==> config.mk <==
export PLATFORM = sky130hd
export DESIGN_NAME = sorted_merge8
export DESIGN_NICKNAME = d
export VERILOG_FILES = /design/src/rtl/sorted_merge8_pkg.sv /design/src/rtl/sorted_merge8_head_sel.sv /design/src/rtl/sorted_merge8.sv
export SDC_FILE = /design/constraint.sdc
export NUM_CORES = 1
export LEC_CHECK = 0
export ABC_AREA = 1
export CAP_MARGIN = 15
export CORE_ASPECT_RATIO = 0.75
export CORE_MARGIN = 2
export CORE_UTILIZATION = 57
export CTS_BUF_LIST = sky130_fd_sc_hd__clkbuf_4 sky130_fd_sc_hd__clkbuf_8
export CTS_CLUSTER_SIZE = 14
export DETAILED_ROUTE_END_ITERATION = 12
export GPL_TIMING_DRIVEN = 0
export PLACE_DENSITY = 0.87
export SETUP_SLACK_MARGIN = 0.4
export SLEW_MARGIN = 30
export SYNTH_ARGS = -nofsm -noshare
export SYNTH_HDL_FRONTEND = slang
export SYNTH_SLANG_ARGS = --single-unit
export TNS_END_PERCENT = 50
==> constraint.sdc <==
create_clock -name clock -period 8.2 [get_ports clock]
set_input_delay 2.46 -clock clock [delete_from_list [all_inputs] [get_ports clock]]
set_output_delay 2.46 -clock clock [all_outputs]
set_load 0.03 [all_outputs]
==> src/rtl/sorted_merge8_pkg.sv <==
// Shared constants and state encoding for the sort / merge stages.
package sorted_merge8_pkg;

  localparam int ELEM_W = 4;  // element width, shared with the 4-element sorter
  localparam int LIST_N = 4;  // entries per input list
  localparam int IDX_W  = 3;  // head index width, covers 0..LIST_N

  typedef enum logic [1:0] {
    ST_IDLE  = 2'd0,
    ST_MERGE = 2'd1,
    ST_DONE  = 2'd2
  } state_t;

endpackage

==> src/rtl/sorted_merge8_head_sel.sv <==
// Combinational head selector for the two-list merge. Ties favour A so the
// merge is stable; an exhausted list always yields to the other one.
module merge_head_sel #(
  parameter int W = 4
) (
  input  logic [W-1:0] head_a,
  input  logic [W-1:0] head_b,
  input  logic         a_empty,
  input  logic         b_empty,
  output logic [W-1:0] sel_data,
  output logic         sel_src
);

  // Pick the smaller head, A on ties, skipping the compare once a list is drained.
  always_comb begin
    sel_src = 1'b0;
    if (a_empty)      sel_src = 1'b1;
    else if (b_empty) sel_src = 1'b0;
    else              sel_src = (head_b < head_a);
    sel_data = sel_src ? head_b : head_a;
  end

endmodule

==> src/rtl/sorted_merge8.sv <==
// Merges two ascending 4-entry lists into one ascending 8-element stream,
// one element per valid/ready transfer.
//
//   state    | meaning
//   ---------+--------------------------------------------------------
//   ST_IDLE  | no merge yet; waiting for load
//   ST_MERGE | streaming the selected head; advancing on each transfer
//   ST_DONE  | all 8 elements transferred; done held until next load
module sorted_merge8
  import sorted_merge8_pkg::*;
#(
  parameter int W = ELEM_W
) (
  input  logic         clock,
  input  logic         reset_n,
  input  logic         load,
  input  logic [W-1:0] a0,
  input  logic [W-1:0] a1,
  input  logic [W-1:0] a2,
  input  logic [W-1:0] a3,
  input  logic [W-1:0] b0,
  input  logic [W-1:0] b1,
  input  logic [W-1:0] b2,
  input  logic [W-1:0] b3,
  output logic         out_valid,
  input  logic         out_ready,
  output logic [W-1:0] out_data,
  output logic         out_src,
  output logic         out_last,
  output logic         busy,
  output logic         done
);

  state_t             state_q, state_d;
  logic [W-1:0]       ra [LIST_N];
  logic [W-1:0]       rb [LIST_N];
  logic [IDX_W-1:0]   ia, ib;
  logic [IDX_W:0]     idx_sum;
  logic               in_merge, is_last, xfer, start;
  logic               a_empty, b_empty;
  logic [W-1:0]       sel_data;
  logic               sel_src;

  assign in_merge = (state_q == ST_MERGE);
  // Index 4 means drained; the low two bits are only used while not drained.
  assign a_empty  = (ia == IDX_W'(LIST_N));
  assign b_empty  = (ib == IDX_W'(LIST_N));
  assign idx_sum  = {1'b0, ia} + {1'b0, ib};
  assign is_last  = (idx_sum == (IDX_W+1)'(2*LIST_N - 1));
  assign xfer     = in_merge && out_ready;
  assign start    = load && !in_merge;

  merge_head_sel #(.W(W)) u_head_sel (
    .head_a   (ra[ia[1:0]]),
    .head_b   (rb[ib[1:0]]),
    .a_empty  (a_empty),
    .b_empty  (b_empty),
    .sel_data (sel_data),
    .sel_src  (sel_src)
  );

  // State register.
  always_ff @(posedge clock or negedge reset_n) begin
    if (!reset_n) state_q <= ST_IDLE;
    else          state_q <= state_d;
  end

  // Next-state: load starts a merge outside MERGE; the last transfer ends it.
  always_comb begin
    state_d = state_q;
    unique case (state_q)
      ST_IDLE, ST_DONE: if (load) state_d = ST_MERGE;
      ST_MERGE:         if (xfer && is_last) state_d = ST_DONE;
      default:          state_d = ST_IDLE;
    endcase
  end

  // List capture on load and head index advance on each transfer.
  always_ff @(posedge clock or negedge reset_n) begin
    if (!reset_n) begin
      for (int i = 0; i < LIST_N; i++) begin
        ra[i] <= '0;
        rb[i] <= '0;
      end
      ia <= '0;
      ib <= '0;
    end else if (start) begin
      ra[0] <= a0; ra[1] <= a1; ra[2] <= a2; ra[3] <= a3;
      rb[0] <= b0; rb[1] <= b1; rb[2] <= b2; rb[3] <= b3;
      ia <= '0;
      ib <= '0;
    end else if (xfer) begin
      if (sel_src) ib <= ib + IDX_W'(1);
      else         ia <= ia + IDX_W'(1);
    end
  end

  // Outputs are forced to zero outside MERGE so idle values match reset.
  always_comb begin
    out_valid = in_merge;
    busy      = in_merge;
    done      = (state_q == ST_DONE);
    out_data  = in_merge ? sel_data : '0;
    out_src   = in_merge & sel_src;
    out_last  = in_merge & is_last;
  end

endmodule
---- Yosys cells after proc, flatten, opt, wreduce, memory -nomap -nowiden ----
Index checks and enable logic that the tools add are counted.
operators by class
  reductions and logical operators ........ 11
  muxes and demuxes ....................... 19
  bitwise operators ....................... 4
  magnitude comparators ................... 3
  equality and inequality tests ........... 8
  add/subtract/negate cells ............... 3
operator list
  operator             number
  $mux 4               6
  $mux 3               6
  $bmux 4 s2           2
  $add 3x1->3 const B  2
  $eq 3x3->1 const B   2
  $ge 3x3->1 const B   2
  $not 2->3            2
  $reduce_and 2->1     3
  $add 3x3->4          1
  $eq 4x3->1 const B   1
  $lt 4x4->1           1
  $mux 2               2
  $ne 2x2->1 const B   2
  $pmux 2 s2           1
  $reduce_bool 2->1    2
  $logic_and 1x1->1    3
  $and 1x1->1          2
  $eq 2x1->1 const B   1
  $eq 2x2->1 const B   1
  $logic_not 2->1      1
  $mux 1               2
  $ne 2x1->1 const B   1
  $reduce_or 2->1      1
  $logic_not 1->1      1
storage, ports and cells
  flip-flop bits (word level) ............. 40

---- Logic depth before layout (Yosys ltp) ----
  word-level depth ........................ 10
  gate-level depth with buffers ........... 15

---- Cells and area by module ----
From an unflattened synthesis, not the netlist that was laid out.
unflattened totals
  cell total of the unflattened synthesis .. 321
  area total of the unflattened synthesis .. 2,322.2 sq um
modules (own cells, without submodules)
  module          cells each  times used  area an instance (sq um)
  sorted_merge8   288         1           2,162.1
  merge_head_sel  33          1           160.2

---- Least setup slack after synthesis ----
No wires, ideal clock.
  path kind ............................... register to output
  start ................................... register ia[0]
  end ..................................... output out_data[1]
  arrival ................................. 2,205 ps
  data required time ...................... 5,740 ps
  buffers on the path ..................... 2
  cell stages (with the launch flop) ...... 12
  path slack .............................. 3,535 ps
  path through ............................ dfrtp_1 buf_6 nand2_1 a32oi_1 inv_1 ha_1 a221oi_1 nand2_2 nand2_2 buf_6 nor2_1 nor2_1
on the way
  longest elaborated chain between the ends .. 9
RTL lines
  what                                       RTL line                      text
  start, declared                            sorted_merge8.sv:37           logic [IDX_W-1:0] ia, ib;
  start signal, assigned                     sorted_merge8.sv:94           else ia <= ia + IDX_W'(1);
  $not 2->3 (implied by the code)            sorted_merge8.sv:54           .head_a (ra[ia[1:0]]),
  $bmux 4 s2                                 sorted_merge8.sv:54
  $mux 4 (implied by the code) (2 in a row)  sorted_merge8.sv:54
  $lt 4x4->1                                 sorted_merge8_head_sel.sv:19  else sel_src = (head_b < head_a);
  $mux 1                                     sorted_merge8_head_sel.sv:18  else if (b_empty) sel_src = 1'b0;
  $mux 1                                     sorted_merge8_head_sel.sv:17  if (a_empty) sel_src = 1'b1;
  $mux 4 (*)                                 sorted_merge8_head_sel.sv:20  sel_data = sel_src ? head_b : head_a;
  $mux 4 (*)                                 sorted_merge8.sv:103          out_data = in_merge ? sel_data : '0;
  end, declared                              sorted_merge8.sv:27           output logic [W-1:0] out_data,
Mark *: on every way between the ends. The rest lies on a longest branch, timed or not. The select of a mux whose other input is x is not followed.

---- Worst setup path after layout ----
  start ................................... register ia[1]
  end ..................................... output out_data[3]
Same word-level chain as after synthesis.

==> results.sh <==
export IMPL_ios=45
export IMPL_dieArea_um2=4410
export IMPL_antenna_left=0
export IMPL_clkSinkCount=40
export IMPL_synth_area_um2=2220
export IMPL_root_buffer="clkbuf_8"
export IMPL_post_dp_hpwl_um=3620
export IMPL_hold_end="ra[14]"
export IMPL_startpoint="ia[1]"
export IMPL_r2r_cells=11
export IMPL_status="finished, final reports clean"
export IMPL_dr_pass1_iters=4
export IMPL_routedWlPerCell_um=11.9
export IMPL_antenna_found_initial=0
export IMPL_grt_pass1_wl_um=8050
export IMPL_slew_headroom_pct=68.0
export IMPL_met3WireLength_um=202
export IMPL_critPathMaxFanout=10
export IMPL_synth_seq_cells=40
export IMPL_fill_cells=279
export IMPL_yosysWarningCount=0
export IMPL_cts_resized=0
export IMPL_slew_violations=0
export IMPL_die_y_um=58.0
export IMPL_finClkSkew_ns=0.00555
export IMPL_rsz0062_at_grt="no"
export IMPL_antenna_cells=0
export IMPL_core_area_um2=3680
export IMPL_clkLatencyLatePin_ns=0.28
export IMPL_grt_max_degree=26
export IMPL_timing_final_ws_setup_ns=2.57
export IMPL_place_area_um2=2740
export IMPL_drt_iter0_drc=146
export IMPL_cts_setup_buffers=0
export IMPL_crit_path_end_kind="primary output"
export IMPL_gp_congestion=0.857
export IMPL_syn_nets=335
export IMPL_period_share_pct=68.6
export IMPL_holdBufCountCts=0
export IMPL_grt_pass1_vias=1874
export IMPL_synth_compound_area_share_pct=5.65
export IMPL_clk_path_buf_depth=2
export IMPL_ir_worst_vdd_mv=0.395
export IMPL_r2r_start="ia[1]"
export IMPL_p_leak_nw=1.51
export IMPL_avgSynthCellArea_um2=7.69
export IMPL_wl_met2_um=2260
export IMPL_startpoint_type="flip-flop"
export IMPL_vias=1949
export IMPL_wl_met1_um=2170
export IMPL_via_per_inst=4.96
export IMPL_synth_mux_area_share_pct=0
export IMPL_routed_wirelength_um=4660
export IMPL_io_buffers=44
export IMPL_tns_ns=0
export IMPL_whs_path_depth=2
export IMPL_final_cell_area_um2=2860
export IMPL_hold_class="reg -> reg"
export IMPL_nNetsFinal=387
export IMPL_track_usage_pct=22.9
export IMPL_top_layer="met4"
export IMPL_clkSlewWorstSetupHoldPaths_ns=0.07
export IMPL_synth_area_leaders="dfrtp_1, nand2_1, ha_1"
export IMPL_final_util_pct=77.5
export IMPL_synth_simple_gate_area_share_pct=34.3
export IMPL_yosysSeqAreaShare_pct=45.2
export IMPL_rrSetupSlack_ns=5.98
export IMPL_cts_tree="done"
export IMPL_fin_crit_ns=5.63
export IMPL_multi_input_area_um2=1050
export IMPL_crit_type="reg -> out"
export IMPL_fin_cells=393
export IMPL_pre_cts_ws_ns=2.88
export IMPL_yosysTopAreaCell="dfrtp_1"
export IMPL_synth_top_family_by_area="simple AND/OR/NAND/NOR gates"
export IMPL_cts_buffers_inserted=5
export IMPL_areaGrowthSynthToFinish_pct=28.9
export IMPL_die_width_um=76.0
export IMPL_rows=19
export IMPL_synthAdderAreaFrac_pct=6.55
export IMPL_dp_cells=385
export IMPL_grt_overflow=0
export IMPL_worstHoldStart="ra[14]"
export IMPL_setup_violations=0
export IMPL_reg2reg_to="ia[1]"
export IMPL_tightest_slew_ns=0.480
export IMPL_start_util_pct=60.1
export IMPL_maxClockFrequency_mhz=178
export IMPL_drc=0
export IMPL_cp_required_ns=5.74
export IMPL_synth_cell_type_count=26
export IMPL_powerDensity_nw_per_um2=472
export IMPL_timing_final_hold_violations=0
export IMPL_cap_violations=0
export IMPL_synth_xor_xnor_area_share_pct=0.791
export IMPL_seq_area_um2=1000
export IMPL_synth_cells=288
export IMPL_synth_top_area_share_pct=45.2
export IMPL_drive_gt1_share_pct=12.0
export IMPL_worstPathArrival_ns=3.17
export IMPL_cts_max_level=2
-- cell families after synthesis --
logic type,after synthesis
AND/OR/NAND/NOR,181
flip-flops,40
buffers and inverters,34
AO/OA/AOI/OAI,20
adder cells (fa/ha/maj),11
XOR/XNOR,2
-- how the worst max path moves through the flow --
stage | to | cells past startpoint | slack [ns]
floorplan | out_data[1] | 11 | 3.54
detailed placement | out_data[3] | 12 | 2.88
global placement | out_data[3] | 12 | 2.93
finish | out_data[3] | 12 | 2.57
CTS | out_data[3] | 12 | 2.56
global route | out_data[3] | 11 | 2.36
-- metal layers --
metal | up-vias | track usage, %
met5 | - | 0
met4 | 0 | 6.49
met3 | 5 | 4.36
met2 | 44 | 39.9
met1 | 899 | 30.1
li1 | 1001 | -
-- registers in the layout, summed over array words and instances, names as in the netlist --
register and flops:
ia 3, ib 3, rb 16, state_q 2, ra 16
-- cells in the mapped netlist --
cell	n
dfrtp_1	40
inv_1	17
and2_1	1
buf_6	3
a21oi_1	5
clkbuf_1	3
ha_1	10
nand2_2	9
a32oi_1	4
nand3_2	4
fa_1	1
nor2_1	14
o22ai_1	1
buf_2	4
nand4_1	1
nor2_2	3
nand2_4	1
a221oi_1	1
nand3_1	11
nand2_1	137
inv_2	5
o21ai_0	8
a32o_1	1
xor2_1	2
inv_8	1
buf_4	1
-- cell type report --
cell class	count	area share, %
Multi-Input combinational cell	214	36.7
Sequential cell	40	35.1
Timing Repair Buffer	45	16.2
Inverter	23	3.29
Clock buffer	6	2.67
Buffer	11	2.54
Tap cell	52	2.28
Clock inverter	2	1.23
-- report_power, final --
| part | total [W] | switching, W | internal [W] |
|---|---|---|---|
| clock | 0.000157 | 0.0000638 | 0.0000936 |
| combinational | 0.000844 | 0.000513 | 0.000330 |
| sequential | 0.000346 | 0.0000596 | 0.000286 |
-- per-stage QoR --
step | power [W] | hold WS (ns)
2_1_floorplan | 0.000932 | 0.437
3_3_place_gp | 0.00116 | 0.454
3_5_place_dp | 0.00119 | 0.459
4_1_cts | 0.00135 | 0.478
5_1_grt | 0.00146 | 0.486
6_report | 0.00135 | 0.476
-- worst max-delay path: stages, from the launching register on --
cell	delay [ns]
dfrtp_1	0.48
inv_2	0.19
a21oi_1	0.06
a32oi_1	0.23
inv_1	0.08
ha_1	0.29
a221oi_1	0.31
nand2_2	0.12
nand2_2	0.08
buf_6	0.15
nor2_1	0.06
nor2_1	0.16
clkdlybuf4s50_1	0.69
-- placed cells by master (no fill, tap or decap) --
cell type        count
a21oi_1              5
clkinv_2             1
buf_4                1
clkbuf_8             5
fa_1                 1
nand2_4              1
buf_16               1
nand2_1            137
nand3_2              4
buf_6                3
inv_8                1
bufinv_16            1
xor2_1               2
nand4_1              1
inv_2                5
inv_1               17
ha_1                10
nand2_2              9
nand3_1             11
nor2_2               3
clkdlybuf4s50_1     43
and2_1               1
a32oi_1              4
dfrtp_1             40
a32o_1               1
clkbuf_1             3
nor2_1              14
o21ai_0              8
buf_2                5
a221oi_1             1
o22ai_1              1
clkbuf_4             1
Note: power is estimated with default switching activity, not from simulation.
